<file path="src/rtl/cordic_angle_reducer.sv">
// cordic_angle_reducer
// Front end for the CORDIC sine/cosine core. It folds an unsigned Q3.29
// angle into [0, pi/2) by repeated subtraction of pi/2 and derives the
// region code and the result sign. It then runs the begin/ready/ack
// handshake with the CORDIC FSM on behalf of the requester.
module cordic_angle_reducer #(
  parameter int             W       = 32,
  parameter logic [W-1:0]   HALF_PI = 32'h3243F6A9
) (
  input  logic         clk,
  input  logic         reset,
  input  logic         start,
  input  logic [W-1:0] angle_in,
  input  logic         op_in,
  input  logic         ack_in,
  input  logic         ready_CORDIC,
  output logic         beg_FSM_CORDIC,
  output logic         ACK_FSM_CORDIC,
  output logic [W-1:0] angle_red,
  output logic [1:0]   shift_region_flag,
  output logic         operation,
  output logic         sign_neg,
  output logic         busy,
  output logic         done
);

  typedef enum logic [2:0] {
    S_IDLE   = 3'd0,
    S_REDUCE = 3'd1,
    S_ISSUE  = 3'd2,
    S_WAIT   = 3'd3,
    S_DONE   = 3'd4
  } state_t;

  state_t       state_q;
  logic [W-1:0] res_q;
  logic [2:0]   k_q;
  logic         op_q;
  logic [W-1:0] angle_red_q;
  logic [1:0]   region_q;
  logic         sign_neg_q;
  logic         busy_q;

  // Candidate residual after one more quarter-turn removal
  logic [W-1:0] res_sub_d;
  // Quadrant is the low two bits of the subtraction count
  logic [1:0]   quad_d;
  // Gray-style region code: q0->00, q1->01, q2->11, q3->10
  logic [1:0]   region_d;
  logic         sign_neg_d;

  assign res_sub_d  = res_q - HALF_PI;
  assign quad_d     = k_q[1:0];
  assign region_d   = {quad_d[1], quad_d[1] ^ quad_d[0]};
  // Cosine is negative in q1/q2, sine in q2/q3
  assign sign_neg_d = op_q ? quad_d[1] : (quad_d[1] ^ quad_d[0]);

  // Control FSM: reduction loop, CORDIC handshake and registered outputs
  always_ff @(posedge clk or posedge reset) begin
    if (reset) begin
      state_q     <= S_IDLE;
      res_q       <= '0;
      k_q         <= '0;
      op_q        <= 1'b0;
      angle_red_q <= '0;
      region_q    <= 2'b00;
      sign_neg_q  <= 1'b0;
      busy_q      <= 1'b0;
    end else begin
      case (state_q)
        S_IDLE: begin
          if (start) begin
            res_q   <= angle_in;
            op_q    <= op_in;
            k_q     <= '0;
            state_q <= S_REDUCE;
            busy_q  <= 1'b1;
          end
        end
        S_REDUCE: begin
          // Compare and subtract are unsigned; the subtract only fires
          // when res_q >= HALF_PI, so it can never wrap.
          if (res_q >= HALF_PI) begin
            res_q <= res_sub_d;
            k_q   <= k_q + 3'd1;
          end else begin
            angle_red_q <= res_q;
            region_q    <= region_d;
            sign_neg_q  <= sign_neg_d;
            state_q     <= S_ISSUE;
          end
        end
        S_ISSUE: begin
          state_q <= S_WAIT;
        end
        S_WAIT: begin
          // ack_in is deliberately ignored here; only DONE consumes it
          if (ready_CORDIC) begin
            state_q <= S_DONE;
          end
        end
        S_DONE: begin
          if (ack_in) begin
            state_q <= S_IDLE;
            busy_q  <= 1'b0;
          end
        end
        default: begin
          state_q <= S_IDLE;
          busy_q  <= 1'b0;
        end
      endcase
    end
  end

  assign beg_FSM_CORDIC    = (state_q == S_ISSUE);
  assign done              = (state_q == S_DONE);
  // Same-cycle acknowledge to the CORDIC FSM while the requester acks
  assign ACK_FSM_CORDIC    = (state_q == S_DONE) && ack_in;
  assign angle_red         = angle_red_q;
  assign shift_region_flag = region_q;
  assign operation         = op_q;
  assign sign_neg          = sign_neg_q;
  assign busy              = busy_q;

endmodule

</file>
<file path="config.mk">
export PLATFORM = sky130hd
export DESIGN_NAME = cordic_angle_reducer
export DESIGN_NICKNAME = d
export VERILOG_FILES = /design/src/rtl/cordic_angle_reducer.sv
export SDC_FILE = /design/constraint.sdc
export NUM_CORES = 1
export LEC_CHECK = 0
export ABC_AREA = 0
export BUFFER_PORTS_ARGS = -buffer_cell sky130_fd_sc_hd__buf_4
export CORE_MARGIN = 2
export CORE_UTILIZATION = 55
export DETAILED_ROUTE_END_ITERATION = 10
export HOLD_SLACK_MARGIN = 0.02
export PLACE_DENSITY = 0.84
export SETUP_SLACK_MARGIN = 0.2
export SYNTH_ARGS = -nofsm -noshare
export SYNTH_HDL_FRONTEND = slang
export SYNTH_SLANG_ARGS = --single-unit
</file>
<file path="constraint.sdc">
create_clock -name clk -period 2.77 [get_ports clk]
set_clock_uncertainty 0.05 [all_clocks]
set_input_delay 0.277 -clock clk [delete_from_list [all_inputs] [get_ports clk]]
set_output_delay 0.277 -clock clk [all_outputs]
set_load 0.02 [all_outputs]
</file>
==> run summary, run 1 <==
Sequential elements use 46.1% of the synthesized area. The synthesized area per cell came out at 9.52 um2. STA classifies the critical path startpoint as a register.

Summed over all instances, the cell type with the most area after synthesis is dfrtp_1. The number of I/O pins is 78. The total of warnings raised by yosys came out at 0. The CTS sink count came out at 74. The data arrival time at the worst-slack endpoint is 2670 ps.

STA classifies the critical path endpoint as a register. Hold timing on the final database bottoms out at a slack of 77.8 ps. The number of global-route vias before repair came out at 3,308. The ratio of cells with drive above 1 in the final layout is 32.1%. The fraction of synthesis flops using an asynchronous set or reset pin came out at 100%. The number of H-tree branching levels is 3.

After detailed routing, the average wire length per cell comes to 16.6 um. The number of register bits inferred by synthesis came out at 74. The count of non-filler cells in the finished layout is 606. The number of violations reported at the end of detailed-routing iteration 0 is 272. The standard cell with the maximum stage delay on the critical path is dfrtp_1. The max-slew violation total from the final report is 0. The signal on the critical path passes through inv_1 > ha_1 > nand2b_4 > a211oi_4 > nor3_1 > o2111a_2 > or2_4 > buf_4 > a21oi_2 > a21oi_2. The number of standard cells after synthesis came out at 422.

Among the stages of the critical path, the cell type that occurs most often is a21oi_2. The global-route total usage across every layer came out at 26.5%. In the synthesized netlist the dominant register cell turns out to be dfrtp_1. The clock edge transition at the registers on the reported setup and hold paths is 80 ps. The tightest min-delay check is of the input pin to async pin type.

The max-capacitance violation count came out at 0. The final layout contains routed wiring with a total length of 10,100 um. The die span in y came out at 89.5 um.

The post-detailed-route DRC marker count is 0. The synthesized net count came out at 462. The critical path data required time is 2960 ps.

The final antenna-violating net count came out at 0. The total negative slack for setup checks is 0 ps. In this run the worst path has a maximum fanout of 16. The number of buffers inserted by hold repair at cts came out at 0. Dividing the detail-routed via count by the number of cells gives 5.99.

In this design, the stage delay of the slowest critical-path cell is 440 ps. Yosys mapped the design onto 66 distinct sky130hd cell types. The area added between synthesis and finish came out at 23.7%.

The floorplan has 31 rows. The floorplan step defined a die boundary enclosing 0.00800 mm2. The global-route wire length before repair came out at 16,300 um. The largest net degree at the start of global routing is 55. The worst vdd rail ir drop came out at 0.717 mV.

After detailed placement, the design holds a cell count of 591. The HPWL after detailed placement is 7060 um. The final-report setup violation count came out at 0. The initial antenna violation count is 0. The cell with the most instances after synthesis is dfrtp_1. The analysis attributes to cell leakage a power of 2.22 nW. The number of antenna repair diodes came out at 0. The top achievable clock speed is 402 MHz. The shortest period the worst path allows is 2490 ps. The clock network latency to the later pin of the worst-skew pair is 350 ps. The post-route fraction of the period consumed by the critical path came out at 89.8%. The clock buffer count from CTS is 9. The fraction of the core area covered by cells at the end of the flow is 69.2%. For this run, the detailed router's first-pass iteration total came to 5. Setup repair after global routing left no endpoint under its margin. For the pin with the worst max-slew slack, the measured transition is 907 ps. After synthesis, the largest area contributor takes up 46.1% of total cell area. The die extent in x is 89.5 um. The critical setup path kind is register to register. In this run the deepest clock path goes through 2 buffers.

The count of nets after finishing came out at 543. The final route contains 3,628 vias. TritonCTS built the clock tree. Once the floorplan was initialized, standard cells occupied 56.0% of the core. The number of enable flip-flop cells after synthesis is 0.

The number of fill cells came out at 553. After synthesis, the most frequently instantiated cells are dfrtp_1, nor2_1, o21ai_0. Measured against its own limit, the worst slew margin works out to 39.4%. The overflow left after global routing came out at 0. The flow ran to the end, and the final reports show no timing, DRC or antenna violations. In the post-synthesis netlist, the biggest area contributors are dfrtp_1, mux2_2, o21ai_0. The region available for standard cell placement spans 0.00718 mm2. The count of buffers added by post-CTS timing repair for setup is 0. The CTS root buffer is clkbuf_8. Input and output buffers added on the ports amount to 77. The count of endpoints failing hold in the final timing report came out at 0. The routability-driven placement congestion ratio came out at 0.930. Summing every instance area after synthesis gives 0.00402 mm2.

Power spread over the standard cell area amounts to 1400 mW/mm2.
worst max-delay path, delay by kind of cell (launching register included):
family          cells  cell delay, ps
compound gates      4             780
fa+ha+maj           1             230
buf+inv             2             330
flops               1             440
simple gates        3             540
through the flow:
step	area (um2)	total power, mW	worst slack, ps
3_3_place_gp	4710	5.76	215
6_report	4970	6.97	283
4_1_cts	4960	6.92	288
3_5_place_dp	4710	5.89	107
5_1_grt	4970	7.50	203
2_1_floorplan	4020	4.82	514
layout by cell type (no fill, tap or decap), drive strengths merged, types with 5 or more instances in the layout:
| cell type | n |
|---|---|
| a21oi | 38 |
| a2bb2oi | 6 |
| a31oi | 8 |
| buf | 97 |
| clkbuf | 10 |
| dfrtp | 74 |
| inv | 11 |
| mux2 | 26 |
| nand2 | 38 |
| nand2b | 5 |
| nand3 | 7 |
| nor2 | 46 |
| nor3 | 8 |
| o21ai | 46 |
| o22ai | 10 |
| or2 | 5 |
final timing paths:
| check | start | endpoint | slack, ps | cells after the start |
|---|---|---|---|---|
| setup / recovery | res_q[0]$_DFFE_PP0P_ | res_q[12]$_DFFE_PP0P_ | 280 | 10 |
| hold / removal | reset | sign_neg$_DFFE_PP0P_ | 80 | 2 |
| setup reg to reg | res_q[0]$_DFFE_PP0P_ | res_q[12]$_DFFE_PP0P_ | 280 | 10 |
| hold reg to reg | angle_red[7]$_DFFE_PP0P_ | angle_red[7]$_DFFE_PP0P_ | 440 | 2 |
| max in group asynchronous | reset | res_q[12]$_DFFE_PP0P_ | 1860 | 3 |
| min in group clk | ack_in | state_q[2]$_DFFE_PP0P_ | 80 | 2 |
cell families (layout without fill, tap and decap cells):
logic type               Yosys count  count (layout)  synth area share, %
AND/OR/NAND/NOR                  129             129                 15.4
adder cells (fa/ha/maj)            2               2                0.623
multiplexers                      28              28                 7.79
flip-flops                        74              74                 46.1
buffers and inverters             38             123                 5.20
AO/OA/AOI/OAI                    149             149                 24.5
XOR/XNOR                           2               2                0.436
metal layers:
layer / share of wire [%] / GRT usage, % / wire, um
met3: 7.2 / 6.09 / 725
met1: 45 / 38.6 / 4530
met2: 46 / 39.3 / 4630
met4: 1.6 / 8.28 / 161
met5: 0 / 0 / 0
layout make-up:
cell class | instances | area [um2] | area share, %
multi-input combinational | 310 | 1970 | 39.6
sequential | 74 | 1850 | 37.3
timing repair buffer | 97 | 744 | 15.0
clock buffer | 10 | 138 | 2.77
tap | 99 | 124 | 2.49
clock inverter | 5 | 103 | 2.06
inverter | 11 | 41.3 | 0.831
state kept, by name, indices dropped and copies added, names as in the netlist:
name	flops
operation	1
state_q	3
shift_region_flag	2
angle_red	32
busy	1
res_q	32
k_q	2
sign_neg	1
repair_timing:
item | CTS | global route
gates resized for setup | 2 | 3
endpoints found under the setup margin | 7 | 11
pin swaps | 0 | 1
power breakdown:
group / switching [mW] / total, mW / internal [mW]
sequential: 0.534 / 2.15 / 1.61
clock: 0.400 / 1.02 / 0.616
combinational: 2.17 / 3.81 / 1.64
total: 3.10 / 6.97 / 3.87
(Power assumes the default switching activity.)
==> run 2, diff against run 1 <==
ABC_CLOCK_PERIOD_IN_PS = 2770   (was default)
BUFFER_PORTS_ARGS = default   (was -buffer_cell sky130_fd_sc_hd__buf_4)
CORE_UTILIZATION = 64   (was 55)
DONT_BUFFER_PORTS = 1   (was default)
PLACE_DENSITY = 0.85   (was 0.84)
==> run 2 against run 1 <==
Compared with the run above: sequential share of layout area increased by 5.9 points; largest cell class unchanged; first-iteration DRC count increased by 5.9%; global-route usage increased by 1.8 points; fmax increased by 2.7%; hold slack got worse by 48 ps; largest power group unchanged; highest routed layer unchanged.
==> run summary, run 2 (same netlist as run 1, synthesis figures left out) <==
The number of global-route vias before repair was 3,201 (-3.2%). The clock network latency to the later pin of the worst-skew pair came out at 360 ps (about the same). The worst slew margin relative to its limit came to 64.9% (+25 points). The total number of vias is 3,351 (-7.6%).

The highest fanout seen on the critical path is 20 (+4). The number of I/O pins is 78 (unchanged). The CTS root buffer is clkbuf_8. The longest individual stage delay on the worst path is 420 ps (-20 ps). The number of optimization iterations in the first detailed-route pass came out at 5 (unchanged). In this run the critical register-to-register path is launched from res_q[0]$_DFFE_PP0P_. The post-route fraction of the period consumed by the critical path is 87.4% (-2.4 points). The final antenna-violating net count came out at 0 (unchanged). The detail-routed via count per cell came out at 6.66 (+11%). The die area is 0.00693 mm2 (-13%).

The ratio of cells with drive above 1 in the final layout came out at 18.0% (-14 points). The worst setup path is of the register to register kind. The clock buffer count from CTS came to 9 (unchanged). The instance area after placement is 0.00407 mm2 (-14%). The largest net degree at the start of global routing came to 75 (+36%). The number of placed instances with taps included is 484 (-18%). The count of endpoints failing hold in the final timing report came out at 0 (unchanged). Traced cell by cell, the critical path runs through inv_1 > ha_1 > nand2b_4 > a211oi_4 > nor3_1 > o2111a_2 > nor2_2 > buf_4 > a31oi_1 > o22a_1. The top achievable clock speed came out at 413 MHz (+2.7%). The standard cell core area was 0.00599 mm2 (-17%). Among cell families on the critical path, the largest total delay comes from compound AO/OA/AOI/OAI gates. The number of buffers and inverters on the critical path is 2 (unchanged).

Setup repair after global routing left no endpoint under its margin. The initial core utilization is 67.0% (+11 points). The flow ran to the end, and the final reports show no timing, DRC or antenna violations. The area of all sequential standard cells came out at 0.00185 mm2 (unchanged). The post-detailed-route DRC marker count is 0 (unchanged). The wire length reported by the detailed router is 9470 um (-5.8%). The max-slew violation total from the final report came out at 0 (unchanged). The category of the worst setup path capture point is a register.

The initial antenna violation count was 0 (unchanged). Leaving out fill and tap cells, the most frequent cells in the layout are dfrtp_1, nor2_1, o21ai_0, nand2_1, a21oi_1. The area added between synthesis and finish is 6.73%. The shortest period the worst path allows came to 2420 ps (-65.4 ps). TritonCTS built the clock tree. The startpoint type of the worst setup path is a register. The number of H-tree branching levels came to 3 (unchanged). The number of antenna repair diodes is 0 (unchanged). The final-report setup violation count was 0 (unchanged). The per-cell routed wire length came out at 18.8 um (+14%).

The multi-input gate area in the final layout is 0.00197 mm2 (+0.19%). The classification of the worst-slack hold path is input pin to register. The routability-driven placement congestion ratio is 1.01 (+9.1%). The number of violations reported at the end of detailed-routing iteration 0 is 288 (+5.9%).

The die extent in x came out at 83.2 um (-7.0%). The critical path data required time is 2960 ps (about the same). The global-route total usage across every layer came out at 28.3% (+1.8 points). The overflow left after global routing came out at 0 (unchanged). The library cell used most frequently in the layout, excluding fill and tap cells, is dfrtp_1. The count of input and output buffers came to 0 (-100%). The tightest hold margin is 30.0 ps (-47.8 ps). The total half-perimeter wirelength after legalization and detailed placement came out at 6600 um (-6.4%). The worst-margin pin slew is 521 ps (-386 ps). The count of non-filler cells in the finished layout was 503 (-17%). The CTS sink count was 74 (unchanged).

The data arrival time at the worst-slack endpoint is 2610 ps (-60 ps). The global-route wire length before repair is 16,000 um (-1.6%). The worst hold path begins at angle_in[17].

The die span in y came out at 83.2 um (-7.0%). The clock edge transition at the registers on the reported setup and hold paths came out at 80 ps (about the same). The worst vdd rail ir drop came to 0.700 mV (-2.3%). The floorplan row count came out at 28 (-9.7%). The maximum count of clock buffers along a single path came out at 2 (unchanged).

The total negative slack for setup checks is 0 ps (unchanged). The start point of the critical path is res_q[0]$_DFFE_PP0P_. The count of nets after finishing is 463 (-15%). The power density of the placed cells came out at 1460 mW/mm2 (+3.8%). The static leakage came out at 1.79 nW (-19%). The max-capacitance violation count came out at 0 (unchanged).

The number of fill cells is 438 (-21%). Among all stages on the critical path, the largest delay is contributed by dfrtp_1. The area of all placed cells without fillers came out at 0.00429 mm2 (-14%).
-- run 2: changes by cell type in the layout (fill, tap and decap cells not counted), sizes merged --
cell / change
buf: -83
bufinv: -3
clkbuf: +4
dlygate4sd3: +3
-- run 2: layout make-up --
cell class                 instances  share of cell area [%]
clock buffer                      14                    3.56
inverter                          11                   0.963
tap                               75                    2.19
clock inverter                     2                   0.292
multi-input combinational        310                    46.0
timing repair buffer              17                    3.82
sequential                        74                    43.2
-- run 2: metal layers --
metal,GRT usage (%),share of wire [%],routed length (um)
met1,40.3,44,4200
met2,42.6,46,4370
met3,6.56,7.6,718
met4,10.3,2.0,185
met5,0,0,0
-- run 2: through the flow --
step | setup slack [ps] | utilization (%) | power [mW]
after global routing | 188 | 71.6 | 6.73
after floorplan | 514 | - | 4.82
after global placement | 406 | 68.0 | 5.27
final | 349 | 71.6 | 6.24
after detailed placement | 349 | 68.0 | 5.43
after CTS | 304 | 71.1 | 6.18
-- run 2: timing repair --
item / in CTS / in global routing
endpoints found under the hold margin: 75 / 1
endpoints found under the setup margin: 0 / 11
hold buffers: 2 / 1
setup buffers: 0 / 0
resized for setup: 0 / 3
-- run 2: power breakdown --
group          internal, mW  switching [mW]
Sequential             1.61           0.952
Clock                 0.350           0.390
Combinational          1.28            1.66
Total                  3.24            3.00
-- run 2: final timing paths --
kind	cells after the start	slack, ps	end
worst min register to register	1	500	state_q[0]$_DFFE_PP0P_
worst min-delay path	2	30	res_q[17]$_DFFE_PP0P_
min in group asynchronous	3	400	shift_region_flag[0]$_DFFE_PP0P_
max in group asynchronous	3	1920	res_q[19]$_DFFE_PP0P_
worst max register to register	10	350	res_q[18]$_DFFE_PP0P_
worst max-delay path	10	350	res_q[18]$_DFFE_PP0P_
